`src/rtl/branch_cache_update_ctrl_pkg.sv`:
```
// rtl/branch_cache_update_ctrl_pkg.sv - shared types and constants for the branch cache update path
package branch_cache_update_ctrl_pkg;

  // Set-index field of an instruction address used for same-set conflict detection
  localparam int SET_MSB = 4;
  localparam int SET_LSB = 2;
  localparam int SET_W   = SET_MSB - SET_LSB + 1;

  // One queued update: resolved-outcome flag, branch target, branch instruction address
  typedef struct packed {
    logic        hit;
    logic [31:0] addr;
    logic [31:0] inst_addr;
  } bc_entry_t;

  localparam int ENTRY_W = $bits(bc_entry_t);

  typedef enum logic {
    ST_RUN   = 1'b0,
    ST_FLUSH = 1'b1
  } bc_state_t;

endpackage

```
`src/rtl/branch_cache_update_ctrl_fifo.sv`:
```
// rtl/branch_cache_update_ctrl_fifo.sv - synchronous update-entry queue with clear
module branch_update_fifo
  import branch_cache_update_ctrl_pkg::*;
#(
  parameter int DEPTH = 4
) (
  input  logic               iCLOCK,
  input  logic               iRESET,
  input  logic               iCLEAR,
  input  logic               iPUSH,
  input  logic [ENTRY_W-1:0] iPUSH_DATA,
  input  logic               iPOP,
  output logic [ENTRY_W-1:0] oHEAD,
  output logic               oFULL,
  output logic               oEMPTY
);

  localparam int PTR_W = (DEPTH > 1) ? $clog2(DEPTH) : 1;
  localparam int CNT_W = $clog2(DEPTH + 1);
  localparam logic [CNT_W-1:0] CNT_FULL = CNT_W'(DEPTH);

  logic [ENTRY_W-1:0] mem_q [DEPTH];
  logic [PTR_W-1:0]   wr_ptr_q;
  logic [PTR_W-1:0]   rd_ptr_q;
  logic [CNT_W-1:0]   count_q;
  logic               do_push;
  logic               do_pop;

  assign oFULL   = (count_q == CNT_FULL);
  assign oEMPTY  = (count_q == '0);
  assign do_push = iPUSH && !oFULL;
  assign do_pop  = iPOP && !oEMPTY;
  assign oHEAD   = mem_q[rd_ptr_q];

  // Pointer and occupancy bookkeeping; clear discards everything queued
  always_ff @(posedge iCLOCK or posedge iRESET) begin
    if (iRESET) begin
      wr_ptr_q <= '0;
      rd_ptr_q <= '0;
      count_q  <= '0;
    end else if (iCLEAR) begin
      wr_ptr_q <= '0;
      rd_ptr_q <= '0;
      count_q  <= '0;
    end else begin
      if (do_push) wr_ptr_q <= wr_ptr_q + PTR_W'(1);
      if (do_pop)  rd_ptr_q <= rd_ptr_q + PTR_W'(1);
      case ({do_push, do_pop})
        2'b10:   count_q <= count_q + CNT_W'(1);
        2'b01:   count_q <= count_q - CNT_W'(1);
        default: count_q <= count_q;
      endcase
    end
  end

  // Entry storage; contents are only meaningful between the pointers
  always_ff @(posedge iCLOCK) begin
    if (do_push && !iCLEAR) mem_q[wr_ptr_q] <= iPUSH_DATA;
  end

endmodule

```
`src/rtl/branch_cache_update_ctrl.sv`:
```
// rtl/branch_cache_update_ctrl.sv - arbitrates branch updates, queues them and drains into the branch cache
module branch_cache_update_ctrl
  import branch_cache_update_ctrl_pkg::*;
#(
  parameter int FIFO_DEPTH = 4,
  parameter int STALL_MAX  = 3
) (
  input  logic        iCLOCK,
  input  logic        iRESET,
  input  logic        iFLUSH,
  input  logic        iREQ0_VALID,
  output logic        oREQ0_BUSY,
  input  logic        iREQ0_HIT,
  input  logic [31:0] iREQ0_ADDR,
  input  logic [31:0] iREQ0_INST_ADDR,
  input  logic        iREQ1_VALID,
  output logic        oREQ1_BUSY,
  input  logic        iREQ1_HIT,
  input  logic [31:0] iREQ1_ADDR,
  input  logic [31:0] iREQ1_INST_ADDR,
  input  logic        iSEARCH_STB,
  input  logic [31:0] iSEARCH_INST_ADDR,
  output logic        oJUMP_STB,
  output logic        oJUMP_HIT,
  output logic [31:0] oJUMP_ADDR,
  output logic [31:0] oJUMP_INST_ADDR,
  output logic        oCACHE_FLUSH,
  output logic        oEMPTY
);

  localparam int STALL_W = (STALL_MAX < 1) ? 1 : $clog2(STALL_MAX + 1);
  localparam logic [STALL_W-1:0] STALL_LIM = STALL_W'(STALL_MAX);

  bc_state_t          state_q;
  bc_state_t          state_d;
  logic               cache_flush_q;
  logic               cache_flush_d;
  logic               rr_q;
  logic               rr_d;
  logic [STALL_W-1:0] stall_q;
  logic [STALL_W-1:0] stall_d;

  logic               busy_all;
  logic               grant0;
  logic               grant1;
  logic               push;
  bc_entry_t          push_entry;
  logic               conflict;
  logic               jump_stb;

  logic [ENTRY_W-1:0] fifo_head;
  bc_entry_t          head;
  logic               fifo_full;
  logic               fifo_empty;

  // Only the set-index bits of the search address take part in conflict detection
  logic [28:0]        unused_search_bits;
  assign unused_search_bits = {iSEARCH_INST_ADDR[31:SET_MSB+1], iSEARCH_INST_ADDR[SET_LSB-1:0]};

  // FSM next state: any flush request (re)enters FLUSH for exactly one cycle
  always_comb begin
    state_d       = ST_RUN;
    cache_flush_d = 1'b0;
    if (iFLUSH) begin
      state_d       = ST_FLUSH;
      cache_flush_d = 1'b1;
    end
  end

  // Round-robin arbitration; full queue, flush and reset block both requesters
  always_comb begin
    busy_all = fifo_full || (state_q == ST_FLUSH) || iFLUSH || iRESET;
    grant0   = iREQ0_VALID && !busy_all && (!iREQ1_VALID || !rr_q);
    grant1   = iREQ1_VALID && !busy_all && (!iREQ0_VALID || rr_q);
    push     = grant0 || grant1;
    push_entry.hit       = grant1 ? iREQ1_HIT       : iREQ0_HIT;
    push_entry.addr      = grant1 ? iREQ1_ADDR      : iREQ0_ADDR;
    push_entry.inst_addr = grant1 ? iREQ1_INST_ADDR : iREQ0_INST_ADDR;
    rr_d = rr_q;
    if (iFLUSH) begin
      rr_d = 1'b0;
    end else if (iREQ0_VALID && iREQ1_VALID && !busy_all) begin
      rr_d = !rr_q;
    end
  end

  assign oREQ0_BUSY = busy_all || (iREQ1_VALID && rr_q);
  assign oREQ1_BUSY = busy_all || (iREQ0_VALID && !rr_q);

  assign head = bc_entry_t'(fifo_head);

  // Drain decision: hold the head while the search reads its set, up to the stall limit
  always_comb begin
    conflict = iSEARCH_STB &&
               (iSEARCH_INST_ADDR[SET_MSB:SET_LSB] == head.inst_addr[SET_MSB:SET_LSB]);
    jump_stb = (state_q == ST_RUN) && !iFLUSH && !fifo_empty &&
               (!conflict || (stall_q == STALL_LIM));
    stall_d  = stall_q;
    if (iFLUSH || jump_stb || fifo_empty) begin
      stall_d = '0;
    end else if (conflict && (stall_q != STALL_LIM)) begin
      stall_d = stall_q + STALL_W'(1);
    end
  end

  // Registered controller state
  always_ff @(posedge iCLOCK or posedge iRESET) begin
    if (iRESET) begin
      state_q       <= ST_RUN;
      cache_flush_q <= 1'b0;
      rr_q          <= 1'b0;
      stall_q       <= '0;
    end else begin
      state_q       <= state_d;
      cache_flush_q <= cache_flush_d;
      rr_q          <= rr_d;
      stall_q       <= stall_d;
    end
  end

  branch_update_fifo #(
    .DEPTH (FIFO_DEPTH)
  ) u_fifo (
    .iCLOCK     (iCLOCK),
    .iRESET     (iRESET),
    .iCLEAR     (iFLUSH),
    .iPUSH      (push),
    .iPUSH_DATA (push_entry),
    .iPOP       (jump_stb),
    .oHEAD      (fifo_head),
    .oFULL      (fifo_full),
    .oEMPTY     (fifo_empty)
  );

  assign oJUMP_STB       = jump_stb;
  assign oJUMP_HIT       = head.hit;
  assign oJUMP_ADDR      = head.addr;
  assign oJUMP_INST_ADDR = head.inst_addr;
  assign oCACHE_FLUSH    = cache_flush_q;
  assign oEMPTY          = fifo_empty;

endmodule

```
`config.mk`:
```
export PLATFORM = sky130hd
export DESIGN_NAME = branch_cache_update_ctrl
export DESIGN_NICKNAME = d
export VERILOG_FILES = /design/src/rtl/branch_cache_update_ctrl_pkg.sv /design/src/rtl/branch_cache_update_ctrl_fifo.sv /design/src/rtl/branch_cache_update_ctrl.sv
export SDC_FILE = /design/constraint.sdc
export NUM_CORES = 1
export LEC_CHECK = 0
export CORE_MARGIN = 3
export CORE_UTILIZATION = 40
export CTS_CLUSTER_DIAMETER = 50
export CTS_CLUSTER_SIZE = 25
export DETAILED_ROUTE_END_ITERATION = 6
export PLACE_DENSITY = 0.71
export SETUP_SLACK_MARGIN = 0.1
export SYNTH_ARGS = -nofsm -noshare
export SYNTH_HDL_FRONTEND = slang
export SYNTH_HIERARCHICAL = 1
export SYNTH_SLANG_ARGS = --single-unit
export TNS_END_PERCENT = 100
```
`constraint.sdc`:
```
create_clock -name iCLOCK -period 4.13 [get_ports iCLOCK]
set_clock_uncertainty 0.2 [all_clocks]
set_input_delay 0.413 -clock iCLOCK [delete_from_list [all_inputs] [get_ports iCLOCK]]
set_output_delay 0.413 -clock iCLOCK [all_outputs]
set_load 0.01 [all_outputs]
```
==> flow_summary_export.csv <==
group,metric,value,unit
timing,finalCritPeriodShare,0.874,
floorplanning,core,27300,µm²
synth,synth_top_area_frac,0.695,
power_and_ir_drop,power,5.75,mW
worst_setup_path,path_cells,"mux4_2, xor2_1, nor4_1, buf_4, nor4_4, buf_4, o21ai_0, a21oi_1, fa_1, nor3_1, a22o_1, a32oi_1, a21oi_1",
run,maxCapViolCount,0,
synth,syn_avg_cell_area,22.3,µm²
synth,synth.area.top_cells,"edfxtp_1 69%, mux4_2 13%, mux2_4 6.7%, dfrtp_1 2.4%, mux2_2 1.5%",
clock_tree,cts_tree,"yes",
synth,synth_cell_types,40,
place,globalplace.congestion,0.720,
route,wl_per_cell,19.9,µm
timing,post-route-worst-setup-slack,0.520,ns
finish,final_common_cell,"edfxtp_1",
route,ant_nets,0,
route,drt_first_pass_iters,4,
worst_setup_path,slowest_stage,"mux4_2",
synth,yosysWarningCount,6,
clock_tree,root_buffer,"clkbuf_16",
floorplanning,die-area,30100,µm²
timing,slew_viol_final,0,
worst_setup_path,r2r_setup_slack,0.52,ns
worst_setup_path,arrival,3.87,ns
place,dp_cells,1070,
worst_setup_path,reg2reg_to,"u_fifo/count_q[2]",
worst_setup_path,crit_start,"u_fifo/rd_ptr_q[0]",
worst_setup_path,worst_ep_required_time,4.39,ns
clock_tree,clock_latency,0.54,ns
global_route,grt_max_degree,66,
clock_tree,cts_buffers,25,
timing,worst_pin_slew,0.679,ns
route,drt_iter0_markers,311,
worst_setup_path,cp-start-kind,"register",
synth,ys_seq_elements,271,
finish,design_area,14700,µm²
global_route,antenna_found_initial,0,
power_and_ir_drop,vdd_ir_drop_max,0.321,mV
timing,fin_crit,3.61,ns
timing,maxSlewHeadroom,0.544,
timing,hold_slack,0.348,ns
floorplanning,pin_count,238,
worst_setup_path,critPathCapture,"u_fifo/count_q[2]",
floorplanning,rows,60,
clock_tree,cts_sinks,271,
timing,setup_viol,0,
global_route,first_global_vias,6252,
finish,finalCoreUtilization,0.538,
floorplanning,initial_core_util,0.412,
finish,nNetsFinal,904,
finish,drive_above_1_share,0.270,
finish,fin_cells,1120,
worst_setup_path,cp-end-kind,"register",
global_route,grt.overflow.total,0,
place,portBuffers,208,
floorplanning,die_h,174,µm
timing,hold_viol_final,0,
worst_setup_path,slowest_delay,0.53,ns
clock_tree,htreeDepth,1,
worst_setup_path,rr_startpoint,"u_fifo/rd_ptr_q[0]",
synth,syn_area,11200,µm²
synth,synth_cells,505,
worst_setup_path,critPathKind,"reg -> reg",
timing,grt_setup_unrepaired,"false",
power_and_ir_drop,p_leak,4.90,nW
clock_tree,cts.path.max_buffers,3,
worst_setup_path,critPathMaxFanout,5,
timing,fmax,277,MHz
floorplanning,die_w,174,µm
global_route,grtUsageTotal,0.147,
place,dpl_cell_area,13700,µm²
route,drc_errors,0,
worst_setup_path,rr_worst_depth,13,
synth,synth_top_area_cell,"edfxtp_1",
route,drt-total-wl,22.2,mm
status,status,"completed",
synth,yosysSeqAreaShare,0.719,
place,pre_cts_ws,-0.0268,ns
finish,n_antenna_cell,0,
finish,mostFrequentLayoutCells,"260 x edfxtp_1, 208 x clkdlybuf4s50_1, 65 x mux4_2, 50 x mux2_4, 25 x clkbuf_16",
finish,syn_to_final_growth,30.5,%
route,viasPerCell,5.02,
timing,final.setup.tns,0,ns
place,hpwl,14.2,mm
synth,synth_fp_nets,679,
power_and_ir_drop,power_density,392,nW/µm²
min_path,hold_class,"reg -> reg",
clock_tree,clkTransAtPathRegs,0.08,ns
route,dr_total_vias,5626,
global_route,grt_pass1_wl,35.2,mm
## where the power goes
group / switching, mW / total (mW) / internal, mW
Sequential: 0.00502 / 3.04 / 3.03
Clock: 1.10 / 2.41 / 1.32
Combinational: 0.103 / 0.301 / 0.198
Total: 1.20 / 5.75 / 4.54
## cells by family after synthesis
kind of cell,share of synthesized area
compound gates,0.00958
xor+xnor,0.00546
fa+ha+maj,0.00735
buf+inv,0.0234
flops,0.719
mux,0.216
simple gates,0.0193
## synth_stat cells, drive strengths merged
cell type and number:
edfxtp 260, mux2 66, mux4 65, buf 23, dfrtp 11, nor2 8
inv 6, nand2 6, o21ai 6, ha 5, xor2 5, a21oi 4
and2 4, nand3 4, clkbuf 3, mux2i 3, nand2b 3, nor3 3
nor4 3, o211ai 2, or3 2, xnor2 2, a22o 1, a31o 1
a32oi 1, a41oi 1, fa 1, nand3b 1, nand4 1, nor3b 1
o21a 1, or2 1, or3b 1
## metal layers
metal	vias up	GRT usage	wire length [µm]
li1	2545	-	-
met1	2875	0.183	8890
met2	180	0.263	11700
met3	26	0.0318	1320
met4	0	0.0322	331
met5	-	0	0
## cell type report
cell class | count | area [µm²]
clock buffers | 25 | 626
repair buffers | 224 | 2270
clock inverters | 20 | 273
flip-flops and latches | 271 | 8090
well taps | 372 | 465
multi-input cells | 202 | 2920
inverters | 6 | 22.5
fillers | 2102 | 12600
## how the worst min path moves through the flow
stage | endpoint | start | cells after the start | slack [ns]
floorplan | oCACHE_FLUSH | iRESET | 1 | -0.02
global placement | stall_q[1] | stall_q[1] | 2 | 0.33
detailed placement | stall_q[1] | stall_q[1] | 2 | 0.34
CTS | stall_q[1] | stall_q[1] | 2 | 0.35
global route | stall_q[1] | stall_q[1] | 2 | 0.37
finish | stall_q[1] | stall_q[1] | 2 | 0.35
## worst max-delay path, delay by kind of cell, from the launching register on
| kind | cells | cell delay [ns] |
|---|---|---|
| AO/OA/AOI/OAI | 5 | 0.65 |
| XOR/XNOR | 1 | 0.18 |
| adder cells (fa/ha/maj) | 1 | 0.48 |
| buffers and inverters | 2 | 0.39 |
| flip-flops | 1 | 0.46 |
| multiplexers | 1 | 0.53 |
| AND/OR/NAND/NOR | 3 | 0.65 |
## state kept, by name, indices dropped and copies added (netlist names)
| name | count |
|---|---|
| u_fifo/mem_q | 260 |
| u_fifo/count_q | 3 |
| stall_q | 2 |
| u_fifo/rd_ptr_q | 2 |
| u_fifo/wr_ptr_q | 2 |
| oCACHE_FLUSH | 1 |
| rr_q | 1 |
## timing repair
item                       CTS  global route
setup endpoints to repair    3             1
gates resized for setup      1             0
hold buffers                 1             0
gates cloned                 0             0
pin swaps                    1             0
buffers inserted             3             1
hold endpoints to repair     4             0
Note: power is estimated with default switching activity, not from simulation.
